## src/rtl/pip_reg_elastic.sv

```systemverilog
// rtl/pip_reg_elastic.sv - elastic pipeline stage with 2-entry skid buffer, flush and bubble masking
//
// Purpose: one valid/ready pipeline register placed between two core stages.
//   A main entry drives the outputs. A skid entry catches the beat that was
//   already in flight when the downstream stage stalled. Control bits are
//   forced to zero whenever the output holds no valid beat.
// Optional feature: define PIP_REG_PERF_CNT_EN to add the stall and bubble counters.
// Ports:
//   clk_i, rst_ni          clock (rising edge), asynchronous active-low reset
//   valid_i, data_i,
//   ctrl_i, ready_o        upstream beat and this stage's accept indication
//   flush_i                synchronous squash of every held entry
//   valid_o, data_o,
//   ctrl_o, ready_i        downstream beat and downstream accept (low = stall)
//   stall_cnt_o,
//   bubble_cnt_o           performance counters (PIP_REG_PERF_CNT_EN only)
module pip_reg_elastic #(
    parameter int DATA_WIDTH = 96,
    parameter int CTRL_WIDTH = 8,
    parameter int CNT_WIDTH  = 32
) (
    input  logic                  clk_i,
    input  logic                  rst_ni,
    input  logic                  valid_i,
    output logic                  ready_o,
    input  logic [DATA_WIDTH-1:0] data_i,
    input  logic [CTRL_WIDTH-1:0] ctrl_i,
    input  logic                  flush_i,
    output logic                  valid_o,
    input  logic                  ready_i,
    output logic [DATA_WIDTH-1:0] data_o,
    output logic [CTRL_WIDTH-1:0] ctrl_o
`ifdef PIP_REG_PERF_CNT_EN
    ,
    output logic [CNT_WIDTH-1:0]  stall_cnt_o,
    output logic [CNT_WIDTH-1:0]  bubble_cnt_o
`endif
);

    // State bits are {skid valid, main valid}; 2'b10 cannot be reached.
    typedef enum logic [1:0] {
        S_EMPTY = 2'b00,
        S_HALF  = 2'b01,
        S_FULL  = 2'b11
    } state_e;

    state_e                state_q, state_d;
    logic [DATA_WIDTH-1:0] main_data_q, skid_data_q;
    logic [CTRL_WIDTH-1:0] main_ctrl_q, skid_ctrl_q;

    logic accept, drain;
    logic load_main_in, load_main_skid, load_skid;

    // ready_o comes straight from a state bit, so ready_i never reaches it.
    assign ready_o = ~state_q[1];
    assign valid_o = state_q[0];
    assign data_o  = main_data_q;
    assign ctrl_o  = state_q[0] ? main_ctrl_q : '0;

    assign accept = valid_i & ready_o;
    assign drain  = valid_o & ready_i;

    always_ff @(posedge clk_i or negedge rst_ni) begin
        if (!rst_ni) begin
            state_q <= S_EMPTY;
        end else begin
            state_q <= state_d;
        end
    end

    always_comb begin
        state_d        = state_q;
        load_main_in   = 1'b0;
        load_main_skid = 1'b0;
        load_skid      = 1'b0;
        if (flush_i) begin
            // Squash wins over a simultaneous accept: the incoming beat is dropped.
            state_d = S_EMPTY;
        end else begin
            case (state_q)
                S_EMPTY: begin
                    if (accept) begin
                        load_main_in = 1'b1;
                        state_d      = S_HALF;
                    end
                end
                S_HALF: begin
                    if (accept && drain) begin
                        load_main_in = 1'b1;
                    end else if (accept) begin
                        load_skid = 1'b1;
                        state_d   = S_FULL;
                    end else if (drain) begin
                        state_d = S_EMPTY;
                    end
                end
                S_FULL: begin
                    // ready_o is low here, so no new beat can arrive.
                    if (drain) begin
                        load_main_skid = 1'b1;
                        state_d        = S_HALF;
                    end
                end
                default: state_d = S_EMPTY;
            endcase
        end
    end

    // Data is only captured on an accepted beat, so an X on data_i while
    // valid_i is low never gets into the entries.
    always_ff @(posedge clk_i or negedge rst_ni) begin
        if (!rst_ni) begin
            main_data_q <= '0;
            main_ctrl_q <= '0;
            skid_data_q <= '0;
            skid_ctrl_q <= '0;
        end else if (flush_i) begin
            main_ctrl_q <= '0;
            skid_ctrl_q <= '0;
        end else begin
            if (load_main_in) begin
                main_data_q <= data_i;
                main_ctrl_q <= ctrl_i;
            end else if (load_main_skid) begin
                main_data_q <= skid_data_q;
                main_ctrl_q <= skid_ctrl_q;
                skid_ctrl_q <= '0;
            end
            if (load_skid) begin
                skid_data_q <= data_i;
                skid_ctrl_q <= ctrl_i;
            end
        end
    end

`ifdef PIP_REG_PERF_CNT_EN
    localparam logic [CNT_WIDTH-1:0] CntOne = {{(CNT_WIDTH-1){1'b0}}, 1'b1};

    logic [CNT_WIDTH-1:0] stall_cnt_q, bubble_cnt_q;

    // Free-running counters that wrap; flush does not clear them.
    always_ff @(posedge clk_i or negedge rst_ni) begin
        if (!rst_ni) begin
            stall_cnt_q  <= '0;
            bubble_cnt_q <= '0;
        end else begin
            if (valid_o && !ready_i) begin
                stall_cnt_q <= stall_cnt_q + CntOne;
            end
            if (!valid_o && ready_i) begin
                bubble_cnt_q <= bubble_cnt_q + CntOne;
            end
        end
    end

    assign stall_cnt_o  = stall_cnt_q;
    assign bubble_cnt_o = bubble_cnt_q;
`endif

endmodule

```

## config.mk

```make
export PLATFORM = sky130hd
export DESIGN_NAME = pip_reg_elastic
export DESIGN_NICKNAME = d
export VERILOG_FILES = /design/src/rtl/pip_reg_elastic.sv
export SDC_FILE = /design/constraint.sdc
export NUM_CORES = 1
export LEC_CHECK = 0
export CORE_MARGIN = 2
export CORE_UTILIZATION = 45
export DETAILED_ROUTE_END_ITERATION = 16
export PLACE_DENSITY = 0.85
export SYNTH_ARGS = -nofsm -noshare
export SYNTH_HDL_FRONTEND = slang
export SYNTH_SLANG_ARGS = --single-unit
```

## constraint.sdc

```tcl
create_clock -name clk_i -period 1.9 [get_ports clk_i]
set_input_delay 0.38 -clock clk_i [delete_from_list [all_inputs] [get_ports clk_i]]
set_output_delay 0.38 -clock clk_i [all_outputs]
set_load 0.02 [all_outputs]
```

==> out/results.tsv <==
stage	metric	value	unit
layout	nets	967	
clock_network	numCtsBuffers	23	
floorplanning	ioPinCount	215	
clock_network	cts_root_buf	clkbuf_16	
power	power_density	1560	nW/um2
logic_synthesis	syn_inst	626	
grt	grt_pass1_wl	36.2	mm
logic_synthesis	yosysTopAreaCellShare	59.3	%
grt	grt_usage	22.0	%
clock_network	clk_pin_slew	0.06	ns
timing	setup_ws	-0.0123	ns
floorplanning	dieArea	20800	um2
critical_path	slowest_delay	0.44	ns
layout	final_util	65.0	%
logic_synthesis	yosys_warnings	0	
drt	wl	23.4	mm
floorplanning	die_x	144	um
critical_path	critPathBufInv	3	
critical_path	cpLargestDelayFamily	compound AO/OA/AOI/OAI gates	
logic_synthesis	synth_area_per_cell	14.2	um2
power	total_power	19.7	mW
logic_synthesis	async_reset_ff_share	100	%
logic_synthesis	ys_seq_area_share	59.3	%
timing	setup_viol	2	
grt	antenna_found_initial	1	
timing	final-hold-violation-count	0	
critical_path	cp_cell_sequence	buf_6 -> inv_4 -> ha_4 -> or2_4 -> a21oi_4 -> nand2b_4 -> buf_12 -> o221a_2	
placement	place_hpwl	14.8	mm
placement	gp_congestion	0.812	
drt	drt_iter0_markers	331	
timing	rsz0062_at_grt	yes	
layout	area_growth	42.2	%
timing	timing.fmax	523	MHz
logic_synthesis	yosysMostFrequentCell	dfrtp_1	
logic_synthesis	yosysTopAreaCell	dfrtp_1	
critical_path	worstSetupEndpointType	register	
power	vdd_drop_max	0.850	mV
critical_path	startpoint_type	register	
timing	fin_crit	1.91	ns
logic_synthesis	synth.area.top_cells	dfrtp_1, mux2_2, o221a_2	
logic_synthesis	synth_flop_cell	dfrtp_1	
status	violations	negative setup slack	
clock_network	htreeDepth	1	
floorplanning	core_area	19400	um2
critical_path	crit_type	reg -> reg	
drt	first_pass_iters	4	
timing	fin_crit_sh	101	%
drt	drcViolationCount	0	
timing	fin_skew	0.0190	ns
floorplanning	die_h	144	um
critical_path	cp.required	2.29	ns
status	status	finished with violations	
power	p_comb_share	37.7	%
clock_network	clk_latency	0.51	ns
power	power_frac_clock	23.0	%
drt	route.vias.total	6450	
clock_network	clock_path_buffers	3	
power	pwr-share-seq	39.3	%
power	netSwitchingPower	6.30	mW
logic_synthesis	syn-num-nets	739	
logic_synthesis	ys_ff_latch	210	
drt	wl_per_cell	20.6	um
clock_network	cts_tree	built	
grt	grt_pass1_vias	6667	
flow_run	max-cap-violations	0	
power	p_int	13.4	mW
layout	antenna_cells	0	
layout	final_layout_size_suffix_gt1_share	30.4	%
logic_synthesis	synth-edff-count	0	
drt	viasPerCell	5.68	
logic_synthesis	syn-cell-area	8870	um2
clock_network	clock_sinks	210	
timing	relSlewSlack	59.2	%
min_path	hold_path.class	in -> reg	
grt	grt_start_max_net_pins	55	
timing	final-max-slew-violation-count	0	
timing	worstMarginPinSlew	0.611	ns
power	swShare	32.0	%
critical_path	cp.arrival	2.30	ns
critical_path	worstPathMaxFanout	35	
floorplanning	std_cell_rows	51	
grt	overflow	0	
drt	ant_nets	0	
floorplanning	initial_utilization	45.7	%
logic_synthesis	synth_cell_type_count	32	
placement	io_buffers	214	
power	p_leak	5.40	nW
logic_synthesis	netlist_top_cells_count	dfrtp_1, mux2_2, or3_1	
critical_path	slowest_stage	dfrtp_2	
## final timing paths
kind | depth (start not counted) | slack, ns | end | start
max in group asynchronous | 3 | 0.83 | state_q[0]$_DFFE_PN0P_ | rst_ni
worst min register to register | 1 | 0.50 | skid_data_q[87]$_DFFE_PN0P_ | skid_data_q[87]$_DFFE_PN0P_
worst min-delay path | 2 | 0.26 | main_ctrl_q[3]$_DFFE_PN0P_ | flush_i
min in group asynchronous | 2 | 0.43 | data_o[1]$_DFFE_PN0P_ | rst_ni
worst max register to register | 8 | -0.01 | data_o[54]$_DFFE_PN0P_ | state_q[0]$_DFFE_PN0P_
worst max-delay path | 8 | -0.01 | data_o[54]$_DFFE_PN0P_ | state_q[0]$_DFFE_PN0P_
## worst reg2reg max path, stage by stage (launching register included)
cell	delay, ns
dfrtp_2	0.44
buf_6	0.12
inv_4	0.03
ha_4	0.17
or2_4	0.24
a21oi_4	0.20
nand2b_4	0.12
buf_12	0.19
o221a_2	0.28
## power by group through the flow
stage	Combinational (mW)	Sequential, mW	Clock [mW]
after floorplan	3.00	8.69	0
after global placement	7.23	7.66	0
after detailed placement	7.44	7.76	0
after CTS	7.50	7.72	4.64
after global routing	7.91	7.97	4.84
final	7.43	7.74	4.54
## final cells by class
| cell class | instances | area [um2] |
|---|---|---|
| Clock inverter | 14 | 161 |
| Clock buffer | 28 | 614 |
| Tap cell | 265 | 332 |
| Sequential cell | 210 | 5260 |
| Timing Repair Buffer | 261 | 2820 |
| Inverter | 2 | 10.0 |
| Fill cell | 1417 | 6790 |
| Multi-Input combinational cell | 356 | 3410 |
## kinds of logic (layout without fill, tap and decap cells)
family / after synthesis / in the layout / synth area share, %
flip-flops: 210 / 210 / 59.3
AND/OR/NAND/NOR: 127 / 127 / 8.75
XOR/XNOR: 1 / 1 / 0.0988
buffers and inverters: 60 / 305 / 3.68
AO/OA/AOI/OAI: 118 / 118 / 14.3
adder cells (fa/ha/maj): 4 / 4 / 0.564
multiplexers: 106 / 106 / 13.3
## cells in the final DEF (no fill, tap or decap), types with 2 or more instances in the layout
cell type	Yosys	routed
dlymetal6s2s_1	0	46
dfrtp_1	210	209
clkbuf_8	0	3
mux2_2	97	97
nor2_1	10	10
dlygate4sd2_1	0	16
buf_12	0	14
and2_1	8	8
o221a_4	0	2
clkbuf_16	0	23
o221a_2	56	54
nand2_1	3	3
o221a_1	40	40
mux2i_1	9	9
bufinv_16	0	3
buf_6	5	4
a22o_1	8	8
buf_4	8	25
buf_16	0	4
buf_2	27	8
ha_4	0	3
a211oi_1	8	8
clkbuf_1	18	3
clkdlybuf4s50_1	0	141
or3_1	96	96
clkinv_2	0	6
clkinvlp_4	0	2
clkinv_4	0	2
## routing by layer
layer	global-route usage, %	routed length [um]
met1	30.2	9840
met2	35.8	11500
met3	4.64	1580
met4	5.67	495
met5	0	10
## through the flow
| step | instances | setup WS (ns) | hold WS [ns] | setup TNS (ns) | cell area [um2] |
|---|---|---|---|---|---|
| 2_1_floorplan | 626 | -0.0710 | 0.0844 | -3.68 | 8920 |
| 3_3_place_gp | 1086 | -0.231 | 0.388 | -40.05 | 11600 |
| 3_5_place_dp | 1086 | -0.272 | 0.387 | -40.97 | 11600 |
| 4_1_cts | 1136 | 0.000213 | 0.225 | 0 | 12400 |
| 5_1_grt | 1136 | -0.0377 | 0.245 | -1.63 | 12600 |
| 6_report | 1136 | -0.0123 | 0.255 | -0.0142 | 12600 |
## registers in the layout, indices dropped and copies added, names as in the netlist
name / cells
state_q: 2
data_o: 96
main_ctrl_q: 8
skid_data_q: 96
skid_ctrl_q: 8
## what timing repair did
item | CTS | global route
pin swaps | 3 | 1
gates cloned | 2 | 0
buffers inserted | 5 | 0
hold buffers | 1 | 0
hold endpoints to repair | 47 | 0
resized for setup | 60 | 56
endpoints found under the setup margin | 120 | 156
Note: power is estimated with default switching activity, not from simulation.
